<file path="src/rtl/radix2_bfly_pipe.sv">
// radix2_bfly_pipe
//   Pipelined radix-2 decimation-in-time butterfly for a pipelined FFT:
//     X = A + W*B,  Y = A - W*B,  W = W_N^k from an internal twiddle ROM.
//   Three register stages (operands/twiddle, products, outputs). Sustains one
//   vector per cycle and supports backpressure on the output.
//
// Parameters
//   DATA_W  signed width of each real/imag input and output component
//   TW_W    signed twiddle width, Q2.(TW_W-2): +1.0 = 2^(TW_W-2) (TW_W >= 3)
//   N       FFT size, power of two >= 4; the ROM holds N/2 twiddles
//   SCALE   1: halve X and Y (rounded) before narrowing; 0: no scaling
//
// Ports
//   clk, rst             clock; synchronous active-high reset
//   in_valid, in_ready   input handshake
//   a_re, a_im           operand A
//   b_re, b_im           operand B
//   tw_idx               twiddle index k (0..N/2-1), sampled on accept
//   out_valid, out_ready output handshake
//   x_re, x_im           A + W*B
//   y_re, y_im           A - W*B
//   ovf                  qualified by out_valid: a component clipped
//
// Build option
//   BFLY_SAT_EN  defined: final narrowing saturates and ovf reports clipping.
//                undefined: final narrowing wraps (keeps low bits), ovf = 0.
//
// Handshake: a transfer happens on a rising edge where valid & ready are both
// high. A valid source holds its data stable until the transfer; ready may
// depend combinationally on the sink's downstream ready (in_ready does).
module radix2_bfly_pipe #(
    parameter int DATA_W = 8,
    parameter int TW_W   = 8,
    parameter int N      = 8,
    parameter int SCALE  = 0
) (
    input  logic                     clk,
    input  logic                     rst,
    input  logic                     in_valid,
    output logic                     in_ready,
    input  logic signed [DATA_W-1:0] a_re,
    input  logic signed [DATA_W-1:0] a_im,
    input  logic signed [DATA_W-1:0] b_re,
    input  logic signed [DATA_W-1:0] b_im,
    input  logic [$clog2(N)-2:0]     tw_idx,
    output logic                     out_valid,
    input  logic                     out_ready,
    output logic signed [DATA_W-1:0] x_re,
    output logic signed [DATA_W-1:0] x_im,
    output logic signed [DATA_W-1:0] y_re,
    output logic signed [DATA_W-1:0] y_im,
    output logic                     ovf
);

    localparam int PW = DATA_W + TW_W;   // product width
    localparam int EW = PW + 2;          // stage-3 arithmetic width, never overflows
    localparam int FB = 28;              // fraction bits of the elaboration-time trig

    localparam logic signed [EW-1:0] ONE = 1;
    localparam logic signed [EW-1:0] RND = ONE <<< (TW_W - 3);

    // Twiddle generator evaluated at elaboration only. Integer Taylor series
    // on an angle folded into [0, pi/2]; cos(t) = -cos(pi - t) for t > pi/2.
    // Result is rounded to nearest in Q2.(TW_W-2). want_im selects -sin.
    function automatic longint tw_calc(input int k, input bit want_im);
        longint pi_fx, phi, p2, c, s, tc, ts, r;
        bit     flip;
        pi_fx = 64'sd843314857;          // round(pi * 2^28)
        if (4 * k > N) begin
            flip = 1'b1;
            phi  = (pi_fx * longint'(N - 2 * k)) / longint'(N);
        end else begin
            flip = 1'b0;
            phi  = (pi_fx * longint'(2 * k)) / longint'(N);
        end
        p2 = (phi * phi) >>> FB;
        c  = longint'(1) <<< FB;
        s  = phi;
        tc = c;
        ts = s;
        for (int i = 1; i <= 12; i++) begin
            tc = -((tc * p2) >>> FB) / longint'((2 * i - 1) * (2 * i));
            ts = -((ts * p2) >>> FB) / longint'((2 * i) * (2 * i + 1));
            c  = c + tc;
            s  = s + ts;
        end
        if (flip) c = -c;
        r = want_im ? -s : c;
        return (r * (longint'(1) <<< (TW_W - 2)) + (longint'(1) <<< (FB - 1))) >>> FB;
    endfunction

    logic signed [TW_W-1:0] rom_wr [N/2];
    logic signed [TW_W-1:0] rom_wi [N/2];

    for (genvar g = 0; g < N / 2; g++) begin : g_rom
        localparam logic signed [TW_W-1:0] WR = TW_W'(tw_calc(g, 1'b0));
        localparam logic signed [TW_W-1:0] WI = TW_W'(tw_calc(g, 1'b1));
        assign rom_wr[g] = WR;
        assign rom_wi[g] = WI;
    end

    // Returns {clip, narrowed value}. clip flags a value outside DATA_W range.
    function automatic logic [DATA_W:0] narrow(input logic signed [EW-1:0] v);
        logic              clip;
        logic [DATA_W-1:0] r;
        clip = (v[EW-1:DATA_W-1] != {(EW-DATA_W+1){v[EW-1]}});
`ifdef BFLY_SAT_EN
        if (clip) r = v[EW-1] ? {1'b1, {(DATA_W-1){1'b0}}} : {1'b0, {(DATA_W-1){1'b1}}};
        else      r = v[DATA_W-1:0];
`else
        r = v[DATA_W-1:0];
`endif
        return {clip, r};
    endfunction

    // Stage valid bits and load enables. A stage loads when it is empty or
    // its contents move on this cycle; the chain runs combinationally from
    // out_ready so a full pipe still accepts while the output is taken.
    logic v1, v2, v3;
    logic en1, en2, en3;

    assign en3       = !v3 || out_ready;
    assign en2       = !v2 || en3;
    assign en1       = !v1 || en2;
    assign in_ready  = !rst && en1;
    assign out_valid = v3;

    // Stage 1: operands and twiddle
    logic signed [DATA_W-1:0] s1_ar, s1_ai, s1_br, s1_bi;
    logic signed [TW_W-1:0]   s1_wr, s1_wi;
    // Stage 2: A passes through, four partial products
    logic signed [DATA_W-1:0] s2_ar, s2_ai;
    logic signed [PW-1:0]     s2_rr, s2_ii, s2_ri, s2_ir;

    // Stage 3 combinational: complex product, rounding, add/sub, scaling
    logic signed [EW-1:0] pr, pi, pr_r, pi_r, xr, xi, yr, yi;
    logic [DATA_W:0]      nxr, nxi, nyr, nyi;
    logic                 ovf_d;

    always_comb begin
        pr   = EW'(s2_rr) - EW'(s2_ii);
        pi   = EW'(s2_ri) + EW'(s2_ir);
        pr_r = (pr + RND) >>> (TW_W - 2);
        pi_r = (pi + RND) >>> (TW_W - 2);
        xr   = EW'(s2_ar) + pr_r;
        xi   = EW'(s2_ai) + pi_r;
        yr   = EW'(s2_ar) - pr_r;
        yi   = EW'(s2_ai) - pi_r;
        if (SCALE != 0) begin
            xr = (xr + ONE) >>> 1;
            xi = (xi + ONE) >>> 1;
            yr = (yr + ONE) >>> 1;
            yi = (yi + ONE) >>> 1;
        end
        nxr = narrow(xr);
        nxi = narrow(xi);
        nyr = narrow(yr);
        nyi = narrow(yi);
`ifdef BFLY_SAT_EN
        ovf_d = nxr[DATA_W] | nxi[DATA_W] | nyr[DATA_W] | nyi[DATA_W];
`else
        ovf_d = 1'b0;
`endif
    end

`ifndef BFLY_SAT_EN
    // Clip flags have no consumer in the wrapping build.
    logic unused_clip;
    assign unused_clip = nxr[DATA_W] ^ nxi[DATA_W] ^ nyr[DATA_W] ^ nyi[DATA_W];
`endif

    always_ff @(posedge clk) begin
        if (rst) begin
            v1 <= 1'b0;  v2 <= 1'b0;  v3 <= 1'b0;
            s1_ar <= '0; s1_ai <= '0; s1_br <= '0; s1_bi <= '0;
            s1_wr <= '0; s1_wi <= '0;
            s2_ar <= '0; s2_ai <= '0;
            s2_rr <= '0; s2_ii <= '0; s2_ri <= '0; s2_ir <= '0;
            x_re <= '0;  x_im <= '0;  y_re <= '0;  y_im <= '0;
            ovf  <= 1'b0;
        end else begin
            if (en1) v1 <= in_valid;
            if (en1 && in_valid) begin
                s1_ar <= a_re;
                s1_ai <= a_im;
                s1_br <= b_re;
                s1_bi <= b_im;
                s1_wr <= rom_wr[tw_idx];
                s1_wi <= rom_wi[tw_idx];
            end

            if (en2) v2 <= v1;
            if (en2 && v1) begin
                s2_ar <= s1_ar;
                s2_ai <= s1_ai;
                s2_rr <= PW'(s1_br) * PW'(s1_wr);
                s2_ii <= PW'(s1_bi) * PW'(s1_wi);
                s2_ri <= PW'(s1_br) * PW'(s1_wi);
                s2_ir <= PW'(s1_bi) * PW'(s1_wr);
            end

            if (en3) v3 <= v2;
            if (en3 && v2) begin
                x_re <= nxr[DATA_W-1:0];
                x_im <= nxi[DATA_W-1:0];
                y_re <= nyr[DATA_W-1:0];
                y_im <= nyi[DATA_W-1:0];
                ovf  <= ovf_d;
            end
        end
    end

endmodule

</file>
<file path="config.mk">
export PLATFORM = sky130hd
export DESIGN_NAME = radix2_bfly_pipe
export DESIGN_NICKNAME = d
export VERILOG_FILES = /design/src/rtl/radix2_bfly_pipe.sv
export SDC_FILE = /design/constraint.sdc
export NUM_CORES = 1
export LEC_CHECK = 0
export CORE_MARGIN = 2
export CORE_UTILIZATION = 60
export CTS_BUF_LIST = sky130_fd_sc_hd__clkbuf_8
export CTS_CLUSTER_SIZE = 10
export DETAILED_ROUTE_END_ITERATION = 12
export GPL_TIMING_DRIVEN = 0
export PLACE_DENSITY = 0.86
export REMOVE_ABC_BUFFERS = 1
export SETUP_SLACK_MARGIN = 0.02
export SYNTH_ARGS = -nofsm -noshare
export SYNTH_HDL_FRONTEND = slang
export SYNTH_SLANG_ARGS = --single-unit
</file>
<file path="constraint.sdc">
create_clock -name clk -period 8.47 [get_ports clk]
set_input_delay 1.2705 -clock clk [delete_from_list [all_inputs] [get_ports clk]]
set_output_delay 1.2705 -clock clk [all_outputs]
set_load 0.005 [all_outputs]
</file>
==> impl_results.md <==
- Vias post-DR: 10.7k
- Die W: 156 um
- Nature of the critical path endpoint: register
- Yosys cell types: 59
- Clock transition at path regs: 0.10 ns
- # fillers: 1752
- Total power: between 0.0015 and 0.002 W
- Seq cells post-synth: 140
- Syn avg cell area: 8.43 sq um
- Main combinational cell family by area after synthesis: adder cells
- CP cell instances: nand2_1 -> fa_1 -> fa_1 -> inv_1 -> ha_1 -> inv_1 -> fa_1 -> inv_1 -> ha_1 -> a21o_1 -> a21oi_1 -> nand2b_1 -> a21boi_0 -> o41ai_1 -> o21ai_0 -> xnor2_1 -> a211oi_1
- Maximum root-to-sink buffer count: 2
- CP startpoint kind: register
- CP max stage cell: dfxtp_1
- Final Skew: 0.0262 ns
- Main area contributors after synthesis: dfxtp_1 (20%), ha_1 (19%), fa_1 (18%), inv_1 (7.8%), nand2_1 (6.6%)
- Vias/cell: around 5.4
- PD cells: 121 nW/um^2
- DRC viols: 0
- Vias in the first global route: 11.0k
- Max Clk Rate: about 180 MHz
- Crit-path leading delay family: adder cells
- Complex-gate fraction of the synthesized area: a little under an eighth
- Setup Crit Path Kind: reg2reg
- Area grow syn2layout: 9.38%
- Post-Synth Adder-Cell Area: 36.8%
- First-pass GRT wire length: between 40000 and 50000 um
- Max Fanout on Critical Path: 34
- LEAKAGE: approximately 7.3 nW
- Antenna cells: 0
- Asr flop ratio synth: 0%
- Initial antenna violation count: 0
- Ys Warns: 0
- Buf+Inv Stages, Crit Path: 3
- Placed cells: a little under 2k
- Area of the mapped netlist: 13900 sq um
- Tmin final: 5.56 ns
- CP required: 8.86 ns
- Max-slew headroom: 14.6%
- Worst Tran Pin Value: 1.28 ns
- NumNets Final: 2045
- TritonCTS Sinks: 140
- 1st-pass router iterations: 7
- Die area: 24300 sq um
- Fraction of layout cells with a size suffix above 1: 3.15%
- Final setup viols: 0
- Mux cell area share after synthesis: 0.144%
- Worst EP arrival: between 5 and 6 ns
- WL final: 28800 um
- Post-synth top area share: 20.2%
- Post-synth EDFFs: 0
- Post-DP HPWL: 21500 um
- Top-count cell post-synth: inv_1
- Mapped Cells: between 1.5k and 2k
- Count of final hold-check violations: 0
- Simple-Gate Fraction of Synth Area: 14.1%
- Detail Route Antenna Nets: 0
- Synth area leader: dfxtp_1
- Maxcap violations: 0
- Core ar.: 22600 sq um
- Crit path largest cell delay: roughly 1.2 ns
- RSZ-0062 raised after global routing: no
- Hold crit path type: reg2reg
- Largest net degree at the start of global routing: roughly 110
- XOR/XNOR Fraction of Synth Area: 6.79%
- DRT iter0 DRCs: between 600 and 700
- TritonCTS buffer count: 17
- GRT Overall Usage: 25.0%
- Non-Filler Instances: roughly 2.0k
- Slew Limit Fails: 0
- Initial cell density of the core: 61.2%
- Die height: around 160 um
- CTS resizes: 0
- Routability congestion estimate: roughly 0.85
- Grt ovf: 0
- Cell Rows: 55
- CTS HTree Levels: 4
- Most instantiated cells after synthesis: inv_1 (287), nand2_1 (245), ha_1 (213)
- Post-layout util: about two thirds
- Root Driver: clkbuf_8
- Port bufs: 71
- Worst-Skew Late Latency: 0.48 ns
- # hold bufs at CTS: 0
- Hold slack: 0.453 ns
- Peak VDD IR: 85.2 uV
- Status: finished clean
- Sequential share of the synthesized area: 20.2%
- Wire per inst: 14.6 um
- Period utilization: around two thirds
- # IOs: 73
- CTS tree: yes
- Synth Flop Type: dfxtp_1
- Setup TNS Final: 0 ns
- Post-CTS setup buffers: 0
[worst paths after layout]
path	startpoint	endpoint	slack (ns)	depth (start not counted)
hold / removal	s1_ai[6]	s2_ai[6]	0.45	2
hold reg to reg	s1_ai[6]	s2_ai[6]	0.45	2
setup / recovery	s1_wr[4]	s2_ir[13]	2.91	17
setup reg to reg	s1_wr[4]	s2_ir[13]	2.91	17
[layer usage]
metal	routed length (um)	vias to the layer above	track usage [%]
li1	-	5252	-
met1	12800	5110	30.9
met2	14200	244	44.9
met3	1180	46	3.53
met4	534	0	8.17
met5	0	-	0
[area by class of cell]
class / instances / area (sq um) / area share (%)
clock buffer: 18 / 248 / 1.63
multi-input combinational: 1150 / 9720 / 64.1
timing repair buffer: 75 / 800 / 5.27
clock inverter: 14 / 154 / 1.02
sequential: 140 / 2800 / 18.5
inverter: 288 / 1080 / 7.13
tap: 285 / 357 / 2.35
[worst min-delay path: stages, from the launching register on]
cell and delay (ns):
dfxtp_1 0.32, nand2_1 0.05, a21oi_1 0.05
[through the flow]
step | worst slack (ns) | area (sq um)
2_1_floorplan | 3.86 | 13600
3_3_place_gp | 1.08 | 14600
3_5_place_dp | 3.03 | 14800
4_1_cts | 3.00 | 15200
5_1_grt | 2.44 | 15200
6_report | 2.91 | 15200
[placed cells by master (no fill, tap or decap), types with 3 or more instances in the layout]
cell type,count
inv_1,287
nand2_1,243
ha_1,213
a21oi_1,153
dfxtp_1,140
fa_1,122
nor2_1,82
xnor2_1,80
clkdlybuf4s50_1,70
and2_1,47
a211oi_1,23
xor2_1,22
clkbuf_8,18
o21bai_1,16
nor2b_1,16
nor3_1,15
a21o_1,15
nand2b_1,13
o21ai_0,13
nand3_1,7
o21a_1,6
nand3b_1,5
clkinv_4,5
a31oi_1,4
a21boi_0,4
o31ai_1,4
o311ai_0,3
inv_6,3
buf_12,3
[power breakdown]
group	switching, W	internal, W
Clock	0.000319	0.000251
Combinational	0.000295	0.000249
Sequential	0.0000341	0.000688
Total	0.000648	0.00119
[state kept, by name, indices dropped and copies added (netlist names), 4 cells and up]
name	count
s1_bi	8
s2_ri	13
x_re	8
y_re	7
s2_ai	8
s1_br	8
x_im	8
s2_rr	14
s2_ir	13
s2_ii	14
s1_ar	8
y_im	7
s2_ar	8
s1_ai	8
s1_wr	4
[logic make-up (layout without fill, tap and decap cells)]
logic type      count (synthesis)  count (layout)
compound gates                263             263
xor+xnor                      104             104
fa+ha+maj                     335             335
buf+inv                       355             395
flops                         140             140
mux                             2               2
other cells                     1               1
simple gates                  445             445
Note: power is estimated with default switching activity, not from simulation.
==> patch 1: new RTL, same flow settings <==
Make the reset (`rst`) asynchronous in one clocked block. Comments in the files are not updated.
--- a/src/rtl/radix2_bfly_pipe.sv
+++ b/src/rtl/radix2_bfly_pipe.sv
@@ -169,7 +169,7 @@
     assign unused_clip = nxr[DATA_W] ^ nxi[DATA_W] ^ nyr[DATA_W] ^ nyi[DATA_W];
 `endif
 
-    always_ff @(posedge clk) begin
+    always_ff @(posedge clk or posedge rst) begin
         if (rst) begin
             v1 <= 1'b0;  v2 <= 1'b0;  v3 <= 1'b0;
             s1_ar <= '0; s1_ai <= '0; s1_br <= '0; s1_bi <= '0;
Check against the original RTL: not equivalent (Yosys sat finds a counterexample within 4 cycles, from zero or initial values and one cycle with rst high; the reset may be asserted at any time).
==> patch 1 against the original RTL <==
Sequential share of layout area grew 4.0 points; synthesized area rose by 2.0%; global-route usage is 0.75 points lower; cell area is 2.8% higher; routed wire length down 3.0%; non-clock buffer count stayed put; sequential cell count is the same; worst setup slack lost 0.11 ns; largest cell class unchanged.
Power is left out: the tool's default activity adds up to more than one toggle a clock period on the data nets, which glitch-free logic cannot reach.
==> patch 1: results (changes against the original RTL) <==
* Met2 WL post-DR at 14300 µm (was 14200 µm)
* Vias in the first global route at 10300 (was 11000)
* M1 WL at 11700 µm (was 12800 µm)
* WL final at 27900 µm (was 28800 µm)
* Run status: finished clean (unchanged)
* Drt via density at 5.37 (was 5.41)
* First-pass GRT wire length at 47700 µm (was 49500 µm)
* Synth cell count leaders: inv_1 (289), ha_1 (213), dfrtp_1 (140) (was inv_1 (287), nand2_1 (245), ha_1 (213))
* XOR/XNOR Fraction of Synth Area at 6.74% (was 6.79%)
* Worst Path Arrival at 6.01 ns (was 5.95 ns)
* Seq/Total Area, Yosys at 24.8% (was 20.2%)
* Worst-Margin Slew at 1.11 ns (was 1.28 ns)
* Complex-gate fraction of the synthesized area at 7.59% (was 12.0%)
* Placed inst area at 15200 µm² (was 14800 µm²)
* Worst slack at placement at 2.95 ns (was 3.03 ns)
* Fin Clk Skew at 0.0227 ns (was 0.0262 ns)
* Top post-synthesis cells by area: dfrtp_1 (25%), ha_1 (19%), fa_1 (17%) (was dfxtp_1 (20%), ha_1 (19%), fa_1 (18%))
* Avg WL per Cell at 15.1 µm (was 14.6 µm)
* Max FO, Critical Path at 19 (was 34)
* Top FF cell, synth: dfrtp_1 (was dfxtp_1)
* Final net count at 1887 (was 2045)
* Share of cells above drive strength 1 at 7.86% (was 3.15%)
* Worst min-delay path startpoint: y_im[3]$_DFFE_PP0P_ (was s1_ai[6]$_SDFFE_PP0P_)
* R2r endpoint: s2_ri[13]$_DFFE_PP0P_ (was s2_ir[13]$_SDFFE_PP0P_)
* Reg-to-reg slack, setup at 2.81 ns (was 2.91 ns)
* Global-route usage over all layers at 24.2% (was 25.0%)
-- patch 1: worst min-delay path by stage --
stage / endpoint / slack (ns) / depth (start not counted)
floorplan: s2_ii[10]$_DFFE_PP0P_ / 0.45 / 2
global placement: x_im[2]$_DFFE_PP0P_ / 0.46 / 2
detailed placement: x_re[2]$_DFFE_PP0P_ / 0.47 / 2
CTS: y_im[3]$_DFFE_PP0P_ / 0.49 / 2
global route: y_im[3]$_DFFE_PP0P_ / 0.51 / 2
finish: y_im[3]$_DFFE_PP0P_ / 0.48 / 2
-- patch 1: final cells by class --
class / count / area, µm²
sequential: 140 / 3500
inverter: 290 / 1090
timing repair buffer: 75 / 821
tap: 319 / 399
multi-input combinational: 990 / 9400
clock buffer: 17 / 234
clock inverter: 15 / 136
fill: 1749 / 7750
-- patch 1: metal layers --
layer / track usage, % / up-vias
met1: 30.3 / 4846
met3: 3.72 / 60
li1: - / 4732
met5: 0 / -
met4: 8.35 / 0
met2: 42.8 / 282
==> patch 2: new RTL, same flow settings <==
Made on the original files. Set the parameter `DATA_W` to 12 (it was 8).
--- a/src/rtl/radix2_bfly_pipe.sv
+++ b/src/rtl/radix2_bfly_pipe.sv
@@ -29,7 +29,7 @@
 // high. A valid source holds its data stable until the transfer; ready may
 // depend combinationally on the sink's downstream ready (in_ready does).
 module radix2_bfly_pipe #(
-    parameter int DATA_W = 8,
+    parameter int DATA_W = 12,
     parameter int TW_W   = 8,
     parameter int N      = 8,
     parameter int SCALE  = 0
Interface: changed (8 resized); port bits go from 73 to 105. The function was not compared with the original's and may differ.
==> patch 2 against the original RTL <==
Worst setup slack worse by 0.60 ns; non-clock buffer count up 32; cell area up 46%; worst hold slack about the same; total power up 39%; synthesized area up 47%; sequential power up 41%; routed wire length up 56%; critical path depth unchanged; critical endpoint is now s2_rr[15]$_SDFFE_PP0P_; sequential cell count up 56; maximum frequency down 9.7%.
==> patch 2: results (changes against the original RTL) <==
* Dpl cells at 2907 (was 1938)
* Drt via density at 5.46 (was 5.41)
* Placed inst area at 21800 µm² (was 14800 µm²)
* Vias in the first global route at 16600 (was 11000)
* Synth Instances at 2448 (was 1645)
* Fin Clk Skew at 0.0226 ns (was 0.0262 ns)
* Slew HR at 24.1% (was 14.6%)
* Seq/Total Area, Yosys at 19.2% (was 20.2%)
* WL final at 44800 µm (was 28800 µm)
* M2 GR Usage at 46.3% (was 44.9%)
* Avg WL per Cell at 15.2 µm (was 14.6 µm)
* Share of cells above drive strength 1 at 2.73% (was 3.15%)
* Final GP Congestion at 0.897 (was 0.845)
* Internal at 1.59 mW (was 1.19 mW)
* Number of port buffers at 103 (was 71)
* Clock insertion delay at the later pin of the skew report at 0.53 ns (was 0.48 ns)
* Global Route met3 Usage at 2.76% (was 3.53%)
* Synth cell count leaders: inv_1 (417), nand2_1 (349), ha_1 (295) (was inv_1 (287), nand2_1 (245), ha_1 (213))
* Synth unique cells at 71 (was 59)
* Max stage delay on crit path at 1.07 ns (was 1.18 ns)
* Run status: finished clean (unchanged)
* Pre-antenna DRT Iters at 5 (was 7)
* LEAKAGE at 10.8 nW (was 7.29 nW)
* Final net count at 3025 (was 2045)
* Worst slack at placement at 2.48 ns (was 3.03 ns)
* Peak supply drop at 132 µV (was 85.2 µV)
* Worst Path Arrival at 6.61 ns (was 5.95 ns)
==> patch 2: worst min-delay path, cell delays in order, from the launching register on <==
cell and delay (ns):
dfxtp_1 0.33, nand2_1 0.05, a21oi_1 0.05
==> patch 2: power groups by stage <==
stage	clock [mW]	combinational (mW)	sequential [mW]
2_1_floorplan	0	0.669	1.02
3_3_place_gp	0	0.869	1.03
3_5_place_dp	0	0.909	1.04
4_1_cts	0.622	0.916	1.01
5_1_grt	0.656	1.03	1.02
6_report	0.611	0.922	1.02
==> patch 2: kinds of logic (layout without fill, tap and decap cells) <==
kind of cell / Yosys count / count (layout) / synth area share, %
buffers and inverters: 514 / 557 / 9.52
muxes: 2 / 2 / 0.0981
adders and majority gates: 493 / 493 / 37.5
DFF: 196 / 196 / 19.2
and+or+nand+nor: 656 / 656 / 14.1
xor gates and xnor gates: 136 / 136 / 5.87
AOI/OAI and AO/OA: 450 / 450 / 13.7
other: 1 / 1 / 0.0184
==> patch 2: final cells by class <==
cell class                 instances  area, µm²
fill                            2635      11400
sequential                       196       3920
timing repair buffer             107       1120
multi-input combinational       1738      14600
clock inverter                    13        111
inverter                         418       1570
clock buffer                      19        262
tap                              448        561
==> patch 2: final timing paths <==
path	startpoint	end	slack [ns]	cells past startpoint
worst max-delay path	s1_wr[4]$_SDFFE_PP0P_	s2_rr[15]$_SDFFE_PP0P_	2.32	17
worst min-delay path	s1_ar[5]$_SDFFE_PP0P_	s2_ar[5]$_SDFFE_PP0P_	0.45	2
worst max register to register	s1_wr[4]$_SDFFE_PP0P_	s2_rr[15]$_SDFFE_PP0P_	2.32	17
worst min register to register	s1_ar[5]$_SDFFE_PP0P_	s2_ar[5]$_SDFFE_PP0P_	0.45	2
